<file path="src/rtl/cpu_pkg.sv">
// Shared definitions for the multicycle processor control path.
// Latency: n/a (types, constants and pure helper functions only).
// Backpressure: n/a.
//
// Contents: opcode constants, FSM state encoding, bus-select codes and small
// helpers used by both the control top level and the decode map.
package cpu_pkg;

  // Opcodes, IR[15:13]
  localparam logic [2:0] OP_MV   = 3'b000;
  localparam logic [2:0] OP_MVI  = 3'b001;
  localparam logic [2:0] OP_ADD  = 3'b010;
  localparam logic [2:0] OP_SUB  = 3'b011;
  localparam logic [2:0] OP_LD   = 3'b100;
  localparam logic [2:0] OP_ST   = 3'b101;
  localparam logic [2:0] OP_MVNZ = 3'b110;
  localparam logic [2:0] OP_X111 = 3'b111;  // halt or nop, depending on build

  typedef enum logic [2:0] {
    ST_IDLE   = 3'd0,
    ST_FETCH  = 3'd1,
    ST_FWAIT  = 3'd2,
    ST_DECODE = 3'd3,
    ST_EX1    = 3'd4,
    ST_EX2    = 3'd5,
    ST_EX3    = 3'd6,
    ST_HALT   = 3'd7
  } state_t;

  // Bus sources above the general registers (0-6 select R0-R6)
  localparam logic [3:0] SEL_PC  = 4'd7;
  localparam logic [3:0] SEL_G   = 4'd8;
  localparam logic [3:0] SEL_DIN = 4'd9;

  // One-hot write enable for register index 0-7 (7 is the PC)
  function automatic logic [7:0] reg_onehot(input logic [2:0] idx);
    return 8'd1 << idx;
  endfunction

  // Bus select code for a register field of the IR
  function automatic logic [3:0] sel_reg(input logic [2:0] idx);
    return {1'b0, idx};
  endfunction

  // Opcodes whose EX2 waits for a memory read to return
  function automatic logic is_mem_wait_op(input logic [2:0] op);
    return (op == OP_MVI) || (op == OP_LD);
  endfunction

endpackage

</file>
<file path="src/rtl/control_decode.sv">
// Control decode: maps (state, opcode, rX, rY, GNZ) to datapath control lines.
// Latency: purely combinational, zero cycles.
// Backpressure: none; the outputs follow the inputs every cycle.
//
// Ports: state (current FSM state), opcode/rx/ry (IR fields), gnz (G non-zero);
// outputs bus_sel, reg_in[7:0], incr_pc, a_in, g_in, add_sub, addr_in,
// dout_in, w_d, done, halted. Unlisted outputs of a state are 0.
// Build option CTRL_HALT_EN: when defined, the HALT state drives halted=1.
module control_decode
  import cpu_pkg::*;
(
  input  logic [2:0] state,
  input  logic [2:0] opcode,
  input  logic [2:0] rx,
  input  logic [2:0] ry,
  input  logic       gnz,
  output logic [3:0] bus_sel,
  output logic [7:0] reg_in,
  output logic       incr_pc,
  output logic       a_in,
  output logic       g_in,
  output logic       add_sub,
  output logic       addr_in,
  output logic       dout_in,
  output logic       w_d,
  output logic       done,
  output logic       halted
);

  always_comb begin
    bus_sel = 4'd0;
    reg_in  = 8'd0;
    incr_pc = 1'b0;
    a_in    = 1'b0;
    g_in    = 1'b0;
    add_sub = 1'b0;
    addr_in = 1'b0;
    dout_in = 1'b0;
    w_d     = 1'b0;
    done    = 1'b0;
    halted  = 1'b0;

    case (state_t'(state))
      ST_FETCH: begin
        bus_sel = SEL_PC;
        addr_in = 1'b1;
        incr_pc = 1'b1;
      end

      ST_EX1: begin
        case (opcode)
          OP_MV: begin
            bus_sel = sel_reg(ry);
            reg_in  = reg_onehot(rx);
            done    = 1'b1;
          end
          OP_MVI: begin
            // Point the address register at the immediate word
            bus_sel = SEL_PC;
            addr_in = 1'b1;
            incr_pc = 1'b1;
          end
          OP_ADD, OP_SUB: begin
            bus_sel = sel_reg(rx);
            a_in    = 1'b1;
          end
          OP_LD, OP_ST: begin
            bus_sel = sel_reg(ry);
            addr_in = 1'b1;
          end
          OP_MVNZ: begin
            // Bus is driven either way; only the write is conditional
            bus_sel = sel_reg(ry);
            if (gnz) begin
              reg_in = reg_onehot(rx);
            end
            done    = 1'b1;
          end
          default: begin
            // 111: halt or nop, both complete in this cycle
            done = 1'b1;
          end
        endcase
      end

      ST_EX2: begin
        case (opcode)
          OP_ADD, OP_SUB: begin
            bus_sel = sel_reg(ry);
            g_in    = 1'b1;
            add_sub = opcode[0];
          end
          OP_ST: begin
            bus_sel = sel_reg(rx);
            dout_in = 1'b1;
            w_d     = 1'b1;
            done    = 1'b1;
          end
          default: begin
            // mvi/ld wait for memory; nothing driven
          end
        endcase
      end

      ST_EX3: begin
        case (opcode)
          OP_MVI, OP_LD: begin
            bus_sel = SEL_DIN;
            reg_in  = reg_onehot(rx);
            done    = 1'b1;
          end
          OP_ADD, OP_SUB: begin
            bus_sel = SEL_G;
            reg_in  = reg_onehot(rx);
            done    = 1'b1;
          end
          default: begin
          end
        endcase
      end

`ifdef CTRL_HALT_EN
      ST_HALT: begin
        halted = 1'b1;
      end
`endif

      default: begin
        // IDLE, FWAIT, DECODE: all outputs low
      end
    endcase
  end

endmodule

</file>
<file path="src/rtl/multicycle_control.sv">
// Multicycle control unit: owns the IR and sequences fetch/decode/execute.
// Latency: fetch 2+MEM_LAT cycles; execute 1 (mv/mvnz/111), 2 (st),
//          3 (add/sub), 2+MEM_LAT (ld/mvi). Done pulses in the last cycle.
// Backpressure: Run is sampled only in IDLE and in the Done cycle; a running
//          instruction always completes unless Resetn falls.
//
// Ports: Clock, Resetn (async active-low), Run, DIN (memory read data),
// GNZ (G non-zero); outputs BusSel, RegIn[7:0] (bit 7 = PC load), IncrPc,
// Ain, Gin, AddSub, ADDRin, DOUTin, W_D, Done, Halted.
// Build option CTRL_HALT_EN: opcode 111 halts until reset; otherwise it is a
// nop and Halted stays 0.
module multicycle_control
  import cpu_pkg::*;
#(
  parameter int DATA_W  = 16,
  parameter int MEM_LAT = 1
) (
  input  logic              Clock,
  input  logic              Resetn,
  input  logic              Run,
  input  logic [DATA_W-1:0] DIN,
  input  logic              GNZ,
  output logic [3:0]        BusSel,
  output logic [7:0]        RegIn,
  output logic              IncrPc,
  output logic              Ain,
  output logic              Gin,
  output logic              AddSub,
  output logic              ADDRin,
  output logic              DOUTin,
  output logic              W_D,
  output logic              Done,
  output logic              Halted
);

  // Wait counter counts down to zero, so it is loaded with MEM_LAT-1
  localparam logic [1:0] WAIT_INIT = 2'(MEM_LAT - 1);

  state_t            state_q, state_d;
  logic [DATA_W-1:0] ir_q, ir_d;
  logic [1:0]        wait_q, wait_d;

  logic [2:0] opcode;
  logic [2:0] rx;
  logic [2:0] ry;
  logic       unused_ir_bits;

  assign opcode = ir_q[DATA_W-1 -: 3];
  assign rx     = ir_q[DATA_W-4 -: 3];
  assign ry     = ir_q[DATA_W-7 -: 3];
  // Low IR bits carry no control information
  assign unused_ir_bits = ^ir_q[DATA_W-10:0];

  // Outputs are a pure function of state and IR, so an asynchronous reset
  // into IDLE drops every enable immediately.
  control_decode u_decode (
    .state   (state_q),
    .opcode  (opcode),
    .rx      (rx),
    .ry      (ry),
    .gnz     (GNZ),
    .bus_sel (BusSel),
    .reg_in  (RegIn),
    .incr_pc (IncrPc),
    .a_in    (Ain),
    .g_in    (Gin),
    .add_sub (AddSub),
    .addr_in (ADDRin),
    .dout_in (DOUTin),
    .w_d     (W_D),
    .done    (Done),
    .halted  (Halted)
  );

  always_comb begin
    state_d = state_q;
    ir_d    = ir_q;
    wait_d  = wait_q;

    case (state_q)
      ST_IDLE: begin
        if (Run) begin
          state_d = ST_FETCH;
        end
      end
      ST_FETCH: begin
        state_d = ST_FWAIT;
        wait_d  = WAIT_INIT;
      end
      ST_FWAIT: begin
        if (wait_q == 2'd0) begin
          state_d = ST_DECODE;
        end else begin
          wait_d = wait_q - 2'd1;
        end
      end
      ST_DECODE: begin
        ir_d    = DIN;
        state_d = ST_EX1;
      end
      ST_EX1: begin
        // Single-cycle opcodes leave through the Done override below
        state_d = ST_EX2;
        wait_d  = WAIT_INIT;
      end
      ST_EX2: begin
        if (!is_mem_wait_op(opcode) || (wait_q == 2'd0)) begin
          state_d = ST_EX3;
        end else begin
          wait_d = wait_q - 2'd1;
        end
      end
      ST_EX3: begin
        state_d = ST_IDLE;
      end
`ifdef CTRL_HALT_EN
      ST_HALT: begin
        state_d = ST_HALT;
      end
`endif
      default: begin
        state_d = ST_IDLE;
      end
    endcase

    // The Done cycle is the only point mid-run where Run is looked at
    if (Done) begin
      state_d = Run ? ST_FETCH : ST_IDLE;
`ifdef CTRL_HALT_EN
      if ((state_q == ST_EX1) && (opcode == OP_X111)) begin
        state_d = ST_HALT;
      end
`endif
    end
  end

  always_ff @(posedge Clock or negedge Resetn) begin
    if (!Resetn) begin
      state_q <= ST_IDLE;
      ir_q    <= '0;
      wait_q  <= 2'd0;
    end else begin
      state_q <= state_d;
      ir_q    <= ir_d;
      wait_q  <= wait_d;
    end
  end

endmodule

</file>
<file path="config.mk">
export PLATFORM = sky130hd
export DESIGN_NAME = multicycle_control
export DESIGN_NICKNAME = d
export VERILOG_FILES = /design/src/rtl/cpu_pkg.sv /design/src/rtl/control_decode.sv /design/src/rtl/multicycle_control.sv
export SDC_FILE = /design/constraint.sdc
export NUM_CORES = 1
export LEC_CHECK = 0
export ABC_AREA = 1
export CORE_UTILIZATION = 48
export CTS_CLUSTER_SIZE = 14
export DETAILED_ROUTE_END_ITERATION = 10
export PLACE_DENSITY = 0.87
export SYNTH_ARGS = -nofsm -noshare
export SYNTH_HDL_FRONTEND = slang
export SYNTH_HIERARCHICAL = 1
export SYNTH_SLANG_ARGS = --single-unit
export TNS_END_PERCENT = 30
</file>
<file path="constraint.sdc">
create_clock -name Clock -period 2.2 [get_ports Clock]
set_input_delay 0.44 -clock Clock [delete_from_list [all_inputs] [get_ports Clock]]
set_output_delay 0.44 -clock Clock [all_outputs]
set_load 0.05 [all_outputs]
</file>
# Yosys cells after proc, flatten, opt, wreduce, memory -nomap -nowiden
# Cells that the tools add are included.
dict set report totals {
  reg_bits 21
  in_bits 20
  word_cells 69
}
dict set report classes {
  add_sub_neg 1
  eq_ne 17
  shifts 1
  n_mux 31
  n_reduce_logical 16
}
# cell count
set ops {}
lappend ops {{one-hot mux 8 bit (2 select lines)} 2}
lappend ops {{== test 3 bit, second input constant} 6}
lappend ops {{one-hot mux 3 bit (6 select lines)} 1}
lappend ops {{2-to-1 mux 8 bit} 2}
lappend ops {{one-hot mux 4 bit (4 select lines)} 1}
lappend ops {{== test 3 x 2 -> 1 bit, second input constant} 4}
lappend ops {{2-to-1 mux 1 bit} 12}
lappend ops {{2-to-1 mux 3 bit} 4}
lappend ops {{!= test 3 bit, second input constant} 3}
lappend ops {{one-hot mux 3 bit (3 select lines)} 1}
lappend ops {{one-hot mux 4 bit (2 select lines)} 1}
lappend ops {{OR reduction 4 bit} 2}
lappend ops {{<< shifter 1 x 3 -> 8 bit, first input constant} 1}
lappend ops {{== test 3 x 1 -> 1 bit, second input constant} 2}
lappend ops {{logical NOT 3 bit} 2}
lappend ops {{one-hot mux 2 bit (3 select lines)} 1}
lappend ops {{one-hot mux 3 bit (2 select lines)} 1}
lappend ops {{AND reduction 3 bit} 2}
lappend ops {{OR reduction 2 bit} 3}
lappend ops {{OR reduction 5 bit} 1}
lappend ops {{2-to-1 mux 2 bit} 2}
lappend ops {{!= test 2 bit, second input constant} 2}
lappend ops {{one-hot mux 1 bit (2 select lines)} 2}
lappend ops {{one-hot mux 1 bit (3 select lines)} 1}
lappend ops {{other kinds (6)} 7}

# Depth between registers and ports, before layout
# Gate-level depths: netlist of run 1.
dict set report depth {
  word_depth 7
  mapped_depth 11
  mapped_depth_nobuf 10
}

# Cells and area by module
# The synthesis of run 1 kept the hierarchy.
# module instances cells_per_inst area_each_um2
set by_module_without_submodules {}
lappend by_module_without_submodules {multicycle_control 1 79 752.0}
lappend by_module_without_submodules {control_decode 1 138 651.9}

# Worst setup path before layout of run 1
# No wires, ideal clock.
dict set report synth_path {
  kind {register to output}
  from {reg ir_q[15]}
  to {out BusSel[1]}
  t_arrival_ns 1.974
  required_ns 1.760
  path_slack_ns -0.214
  path_stages_with_launch 9
  path_buffers 1
  cell_sequence {dfrtp_1 > buf_6 > inv_4 > nand2_4 > nor2_1 > nand2_1 > nand2_1 > nor2_1 > nand2_1}
}
dict set report synth_via {
  elab_chain_len 4
  word_cells_on_any_way 12
}
# element line
set synth_rtl {}
lappend synth_rtl {{start: declaration} multicycle_control.sv:40} ;# logic [DATA_W-1:0] ir_q, ir_d;
lappend synth_rtl {{start signal: assignment} multicycle_control.sv:144} ;# ir_q <= ir_d;
lappend synth_rtl {{== test 3 bit, or another cell as far along} control_decode.sv:51} ;# case (opcode)
lappend synth_rtl {{OR reduction 4 bit (no source line) or OR reduction 2 bit (tied branches)} -}
lappend synth_rtl {{one-hot mux 3 bit (3 select lines) or one-hot mux 3 bit (2 select lines) (tied branches)} {control_decode.sv:51, control_decode.sv:87}}
lappend synth_rtl {{one-hot mux 4 bit (4 select lines) (*)} control_decode.sv:43} ;# case (state_t'(state))
lappend synth_rtl {{end: declaration} multicycle_control.sv:23} ;# output logic [3:0] BusSel,
# Every way passes the cells marked *; elsewhere a longest branch is shown, timed or not.

# Worst setup path in the final report of run 1
dict set report layout_path {
  from {reg state_q[1]}
  to {out W_D}
}
dict set report layout_via {
  elab_chain_len 2
}
# element line
set layout_rtl {}
lappend layout_rtl {{start: declaration} multicycle_control.sv:39} ;# state_t state_q, state_d;
lappend layout_rtl {{start signal: assignment} multicycle_control.sv:143} ;# state_q <= state_d;
lappend layout_rtl {{== test 3 bit} control_decode.sv:43}
lappend layout_rtl {{2-to-1 mux 1 bit} control_decode.sv:43}
lappend layout_rtl {{end: declaration} multicycle_control.sv:31} ;# output logic W_D,
# No other way between the ends.

==> metrics.txt, run 1 <==
sequential-to-total area share from yosys stat=between 20% and 30%; grt ovf=0; worst-case clock buffer depth=2; RePlAce Congestion=~0.91; static leakage=1.05 nW; crit end category=primary output; DR iter-0 viols=between 60 and 70; clock buffer count from CTS=3; largest net degree at the start of global routing=15; Root Driver=clkbuf_4; final setup vio count=0; Crit path max-delay family=flip-flops; WL final=about 3400 um; pwr dens=1450 nW/um^2; Max Cap Violations=0; vias=approximately 1500; Layout Utilization=approximately three quarters; final-report hold violation count=0; WHS Path Cells=2; worst setup path start=state_q[1]; Max FO, Critical Path=7; VDD IR-drop max=about 1.4 mV; crit start category=flip-flop; critical path class=reg2out; vias in the first global route=around 1300; Synth Area in Compound Gates=roughly 4.9%; DRC viols=0; Worst Tran Pin Value=0.627 ns; Reg2Reg Depth=9; CP max stage cell=dfrtp_2; post-synthesis cell type count=28; number of synthesized flops with an enable pin=0; syn_area_per_cell=between 6 and 7 um^2; ranking of synthesized cells by area=dfrtp_1, nand2_1, nand3_1, mux2_4, nor2_1; adder-cell share of the synthesized area=less than 1%; met2 wire length=between 1500 and 2000 um; yosys warns=6; 1st-pass router iterations=4; Routed wire per std cell=about 12 um; setup slack, reg-to-reg=around 0.4 ns; Initial Utilization=50.9%; fin area=about 2100 um^2; total core area=approximately 2800 um^2; syn_nets=roughly 240; Antenna Cells=0; clk_skew=0.0120 ns; Synth Area in XOR/XNOR=0%; fraction of layout cells with a size suffix above 1=between 20% and 30%; die height=between 50 and 60 um; Worst path most repeated cell=inv_1; cells along the critical path=inv_1 -> nand3_2 -> or2_2 -> inv_1 -> buf_12; Rel. slew slack=58.1%; Area Growth Syn to Fin=46.3%; Placed Area=1940 um^2; post-synth top area share=about 25%; crit share post-route=~100%; CTS sink count=14; instance count on the critical path=5; r2r endpoint=state_q[0]; # fillers=200; f_max=468 MHz; # rows=19; DR WL met3=around 130 um; Post-synth ARST share=between 90% and 100%; Yosys reg bits=14; capture point of the worst path=W_D; Slew Viols, Final=0; Max Used Layer=met4; Post-DRT Antenna Nets=0; gate count after technology mapping=approximately 220; H-tree depth=1; Post-Synth Simple-Gate Area=49.6%; TritonCTS clock tree=done; main flop type after synthesis=dfrtp_1; Worst EP arrival=roughly 1.7 ns; Synth area leader=dfrtp_1; clk_lat worst skew=just under 0.3 ns; Final HPWL DP=about 2600 um; All-Layer GR Usage=approximately 20%; status=completed; die area=about 3100 um^2; Hold Crit Class=reg2reg; Metal-1 WL=between 1000 and 1500 um; buffers added on ports=32; CP Data Required Time=approximately 1.8 ns; Die X=between 50 and 60 um; crit-path max cell delay=about 0.5 ns; main combinational cell family by area after synthesis=simple AND/OR/NAND/NOR gates; first-pass GRT wire length=about 5400 um; vias per std cell=5.34; worst reg2reg startpoint=state_q[1]; mux cell area share after synthesis=roughly 9.6%; crit path time final=between 2 and 2.5 ns; clock-pin slew of the registers on the worst-case setup and hold paths=around 0.09 ns; Nets=279; IO Pins=41; Buf/Inv on CP=3; post-synthesis cell area=1400 um^2; initial antenna violation count=0
where the power goes:
part           leakage, nW  switching (W)  internal [W]  total (W)
registers            0.161       0.000226      0.000401   0.000627
clock network       0.0210      0.0000891      0.000101   0.000190
logic                0.865        0.00126      0.000911    0.00217
total                 1.05        0.00157       0.00141    0.00298
Yosys cell counts (3+ instances only):
| master | count |
|---|---|
| dfrtp_1 | 14 |
| inv_1 | 18 |
| inv_2 | 5 |
| mux2_4 | 9 |
| nand2_1 | 80 |
| nand3_1 | 28 |
| nand3_4 | 3 |
| nand4_1 | 4 |
| nor2_1 | 24 |
| o21ai_0 | 9 |
timing repair:
action	4_1_cts	5_1_grt
cloned	0	0
pin swaps	0	1
endpoints found under the setup margin	11	17
resized for setup	8	6
hold buffers	0	0
buffers inserted	0	7
final cells by class:
class                      instances  area [um^2]  area share, %
inverter                          24         95.1           4.63
multi-input combinational        174          937           45.6
tap                               31         38.8           1.89
sequential                        14          358           17.4
timing repair buffer              41          588           28.6
clock buffer                       4         36.3           1.77
layout by cell type, fill, tap and decap left out:
cell / netlist / routed
a21oi_1: 2 / 2
buf_12: 0 / 20
buf_4: 2 / 9
clkbuf_4: 0 / 3
clkbuf_8: 1 / 1
clkdlybuf4s50_1: 0 / 12
conb_1: 1 / 1
dfrtp_1: 14 / 8
dfrtp_2: 0 / 6
ha_1: 1 / 1
inv_1: 18 / 17
inv_2: 5 / 5
inv_4: 1 / 2
mux2_4: 9 / 9
nand2_1: 80 / 80
nand2_2: 1 / 1
nand2_4: 1 / 1
nand3_1: 28 / 26
nand3_2: 2 / 4
nand3_4: 3 / 3
nand4_1: 4 / 4
nor2_1: 24 / 22
nor2_2: 2 / 4
nor2_4: 1 / 1
nor3_1: 2 / 2
nor3_4: 0 / 1
o21ai_0: 9 / 7
o21ai_1: 1 / 3
o21ai_2: 1 / 1
or2_2: 1 / 1
stage by stage:
stage | std cells | setup TNS [ns] | setup WS, ns | power [W] | hold slack (ns)
CTS | 281 | 0 | 0.0233 | 0.00283 | 0.492
global route | 288 | -0.0169 | -0.00840 | 0.00320 | 0.526
global placement | 277 | 0 | 0.244 | 0.00256 | 0.458
finish | 288 | 0 | 0.0619 | 0.00298 | 0.499
floorplan | 217 | -0.455 | -0.200 | 0.00199 | 0.144
detailed placement | 277 | 0 | 0.221 | 0.00261 | 0.470
how the worst min path moves through the flow:
stage,start,to
2_1_floorplan,Resetn,ir_q[10]
3_3_place_gp,wait_q[1],wait_q[1]
3_5_place_dp,wait_q[1],wait_q[1]
4_1_cts,wait_q[1],wait_q[1]
5_1_grt,wait_q[1],wait_q[1]
6_report,wait_q[1],wait_q[1]
state kept, by name, summed over array words and instances (netlist names):
register,count
wait_q,2
ir_q,9
state_q,3
cells by family (layout without fill, tap and decap cells):
group,Yosys count,in the layout
AND/OR/NAND/NOR,150,150
buffers and inverters,29,69
AO/OA/AOI/OAI,13,13
flip-flops,14,14
adder cells (fa/ha/maj),1,1
other,1,1
multiplexers,9,9
metal layers:
| metal | vias to the layer above | global-route usage [%] |
|---|---|---|
| met1 | 706 | 26.7 |
| met3 | 5 | 2.56 |
| li1 | 778 | - |
| met4 | 0 | 3.48 |
| met2 | 49 | 36.7 |
| met5 | - | 0 |
worst reg2reg max path: stages (launching register included):
cell	delay, ns
dfrtp_2	0.49
inv_1	0.12
nand3_2	0.13
or2_2	0.35
nand3_2	0.15
inv_1	0.12
nand3_1	0.10
o21ai_0	0.08
nand4_1	0.11
nand2_1	0.06
Note: power is estimated with default switching activity, not from simulation.
==> run 2, diff against run 1 <==
--- a/config.mk
+++ b/config.mk
@@ -6,12 +6,10 @@
 export NUM_CORES = 1
 export LEC_CHECK = 0
 export ABC_AREA = 1
-export CORE_UTILIZATION = 48
-export CTS_CLUSTER_SIZE = 14
+export CORE_UTILIZATION = 43
 export DETAILED_ROUTE_END_ITERATION = 10
-export PLACE_DENSITY = 0.87
+export PLACE_DENSITY = 0.85
 export SYNTH_ARGS = -nofsm -noshare
 export SYNTH_HDL_FRONTEND = slang
-export SYNTH_HIERARCHICAL = 1
 export SYNTH_SLANG_ARGS = --single-unit
 export TNS_END_PERCENT = 30
==> run 2 against run 1 <==
Synthesized cell count is 25% lower; register-to-register slack gained 0.31 ns; fmax decreased by 1.4%; routed wire length is 4.7% lower; first-iteration DRC count rose by 11%; utilization up 2.2 points; setup slack worse by 0.031 ns; worst hold slack gained 0.021 ns; sequential power shrank 8.0%; synthesized area shrank 24%; count of clock-buffer cells in the layout down 1; via count decreased by 17%; critical endpoint is now BusSel[0].
==> metrics.txt, run 2 <==
VDD IR-drop max=1.12 mV (-19%); Hold Crit Class=reg2reg; DR iter-0 viols=69 (+11%); sequential-to-total area share from yosys stat=32.8% (+7.8 points); DR WL met3=277 um (+110%); Post-Synth Simple-Gate Area=43.7% (-5.9 points); Slew Viols, Final=0 (unchanged); static leakage=0.783 nW (-25%); grt ovf=0 (unchanged); die area=2690 um^2 (-15%); setup ws final=0.0307 ns (-0.0312 ns); Synth area leader=dfrtp_1; IO Pins=41 (unchanged); clk_lat worst skew=0.28 ns (about the same); All-Layer GR Usage=23.8% (+3.3 points); Worst EP arrival=1.73 ns (+0.03 ns); 1st-pass router iterations=5 (+1); crit-path max cell delay=0.41 ns (-0.08 ns); Synth Area in Compound Gates=9.95% (+5.1 points); crit end category=primary output; Post-synth ARST share=100% (unchanged); Rel. slew slack=57.2% (-0.85 points); most common cell after layout, fill and taps aside=nand2_1; crit share post-route=98.6% (+1.4 points); Area Growth Syn to Fin=63.3%; gate count after technology mapping=163 (-25%); count leader, synth=nand2_1; Biggest register=ir_q; number of synthesized flops with an enable pin=0 (unchanged); final-report hold violation count=0 (unchanged); Max FO, Critical Path=5 (-2); RSZ-0062 raised after global routing=true; status=completed; Post-CTS Hold Buffers=0 (unchanged); Die X=51.9 um (-7.5%); Initial Utilization=46.9% (-4.0 points); vias in the first global route=1142 (-10%); die height=51.9 um (-7.5%); initial antenna violation count=0 (unchanged); vias=1281 (-17%); Synth Area in XOR/XNOR=0% (unchanged); TritonCTS clock tree=done; ranking of synthesized cells by area=dfrtp_1, nand2_1, nor2_1, nand3_1, inv_1; most frequent cells in the layout=nand2_1, buf_12, nor2_1; Metal-1 WL=1200 um (-20%); Yosys reg bits=14 (unchanged); Post-DRT Antenna Nets=0 (unchanged); fraction of layout cells with a size suffix above 1=36.8% (+8.8 points); H-tree depth=1 (unchanged); post-synthesis cell type count=26 (-7.1%); pre-CTS setup slack=-0.00582 ns (-0.227 ns); Top Registers=ir_q (9), state_q (3), wait_q (2); Worst Tran Pin Value=0.640 ns (+0.0128 ns); mux cell area share after synthesis=3.16% (-6.5 points); clock buffer count from CTS=3 (unchanged); Max Used Layer=met4; Final Total Pwr=0.00250 W (-16%); post-synth top area share=32.8% (+7.8 points); CTS sink count=14 (unchanged); syn_area_per_cell=6.56 um^2 (+1.3%); crit path time final=2.17 ns (+0.0312 ns); yosys warns=0 (-6); met2 wire length=1650 um (-7.0%); f_max=461 MHz (-1.4%); worst-case clock buffer depth=2 (unchanged); post-synthesis cell area=1070 um^2 (-24%); total core area=2280 um^2 (-17%); CP Data Required Time=1.76 ns (about the same); crit start category=flip-flop; WL final=3260 um (-4.7%); Root Driver=clkbuf_4; max FFs per register=9 (unchanged); main combinational cell family by area after synthesis=simple AND/OR/NAND/NOR gates; CP max stage cell=dfrtp_1; cells along the critical path=inv_2 -> nand2_2 -> inv_1 -> nand2_2 -> nor2_4 -> nand2_1 -> nand2_1 -> nor2_1 -> nand3_2 -> buf_12; Post-synth top cells=nand2_1, nor2_1, dfrtp_1, inv_1, nand3_1; syn_nets=184 (-23%); first-pass GRT wire length=4750 um (-11%); DRC viols=0 (unchanged); adder-cell share of the synthesized area=1.17% (+0.28 points); critical path class=reg2out; Final HPWL DP=2400 um (-6.9%); Antenna Cells=0 (unchanged); vias per std cell=5.59 (+4.7%); clk_skew=0.00558 ns (-0.00644 ns); Routed wire per std cell=14.2 um (+20%); Max Cap Violations=0 (unchanged); largest net degree at the start of global routing=17 (+2); pwr dens=1430 nW/um^2 (-1.5%); Nets=224 (-20%); final setup vio count=0 (unchanged); buffers added on ports=32 (unchanged); # rows=17 (-2); main flop type after synthesis=dfrtp_1; RePlAce Congestion=0.824 (-9.9%); clock-pin slew of the registers on the worst-case setup and hold paths=0.09 ns (about the same)
## run 2: changes by cell type after synthesis, moves of 3 or more
cell     delta
a21oi_1     +7
mux2_2      +3
mux2_4      -9
nand4_1     -4
nand2_2     +3
nand2_1    -35
nand3_1    -14
nor2_1      +4
inv_1       -4
o21ai_0     -5
## run 2: worst paths after layout
check                             end  cells after the start  slack [ns]        from
setup / recovery            BusSel[0]                     10        0.03  state_q[1]
hold / removal              wait_q[0]                      2        0.52   wait_q[0]
setup reg to reg           state_q[0]                      7        0.71   wait_q[0]
hold reg to reg             wait_q[0]                      2        0.52   wait_q[0]
max in group asynchronous    ir_q[13]                      1        1.21      Resetn
min in group asynchronous    ir_q[14]                      1        0.55      Resetn
## run 2: metrics by stage
stage | setup TNS [ns] | hold WS [ns] | util (%) | cells | instance area, um^2
3_3_place_gp | 0 | 0.472 | 71.1 | 221 | 1620
3_5_place_dp | -0.00582 | 0.500 | 71.1 | 221 | 1620
2_1_floorplan | -0.283 | 0.144 | - | 163 | 1070
4_1_cts | -0.0563 | 0.520 | 72.3 | 224 | 1650
6_report | 0 | 0.520 | 76.7 | 229 | 1750
5_1_grt | -0.371 | 0.538 | 76.7 | 229 | 1750
## run 2: worst max-delay path: cells and delay by family (launching register included)
family	cells	cell delay, ns
and+or+nand+nor	7	0.70
DFF	1	0.41
buffers and inverters	3	0.34
## run 2: report_power, final
group	total, W	internal (W)	switching [W]
Clock	0.000146	0.0000635	0.0000822
Sequential	0.000577	0.000396	0.000181
Combinational	0.00178	0.000700	0.00108
Total	0.00250	0.00116	0.00134
## run 2: metal layers
metal | track usage, % | vias to the layer above
met3 | 3.22 | 20
met1 | 28.7 | 578
li1 | - | 591
met2 | 39.5 | 92
met5 | 0 | -
met4 | 14.9 | 0
## run 2: cell type report
cell class                 instances  area (um^2)
multi-input combinational        126          688
fill                             138          531
tap                               28         35.0
clock buffer                       3         22.5
timing repair buffer              39          573
inverter                          19         71.3
sequential                        14          355
## run 2: cells by family (layout without fill, tap and decap cells)
group | after synthesis | in the layout
compound gates | 19 | 19
fa+ha+maj | 1 | 1
buf+inv | 23 | 61
flops | 14 | 14
mux | 3 | 3
other cells | 1 | 1
simple gates | 102 | 102
## run 2: what timing repair did
action	4_1_cts	5_1_grt
pin swaps	0	5
setup buffers	0	5
cloned	0	0
gates resized for setup	3	20
hold endpoints to repair	0	0
setup endpoints to repair	11	12
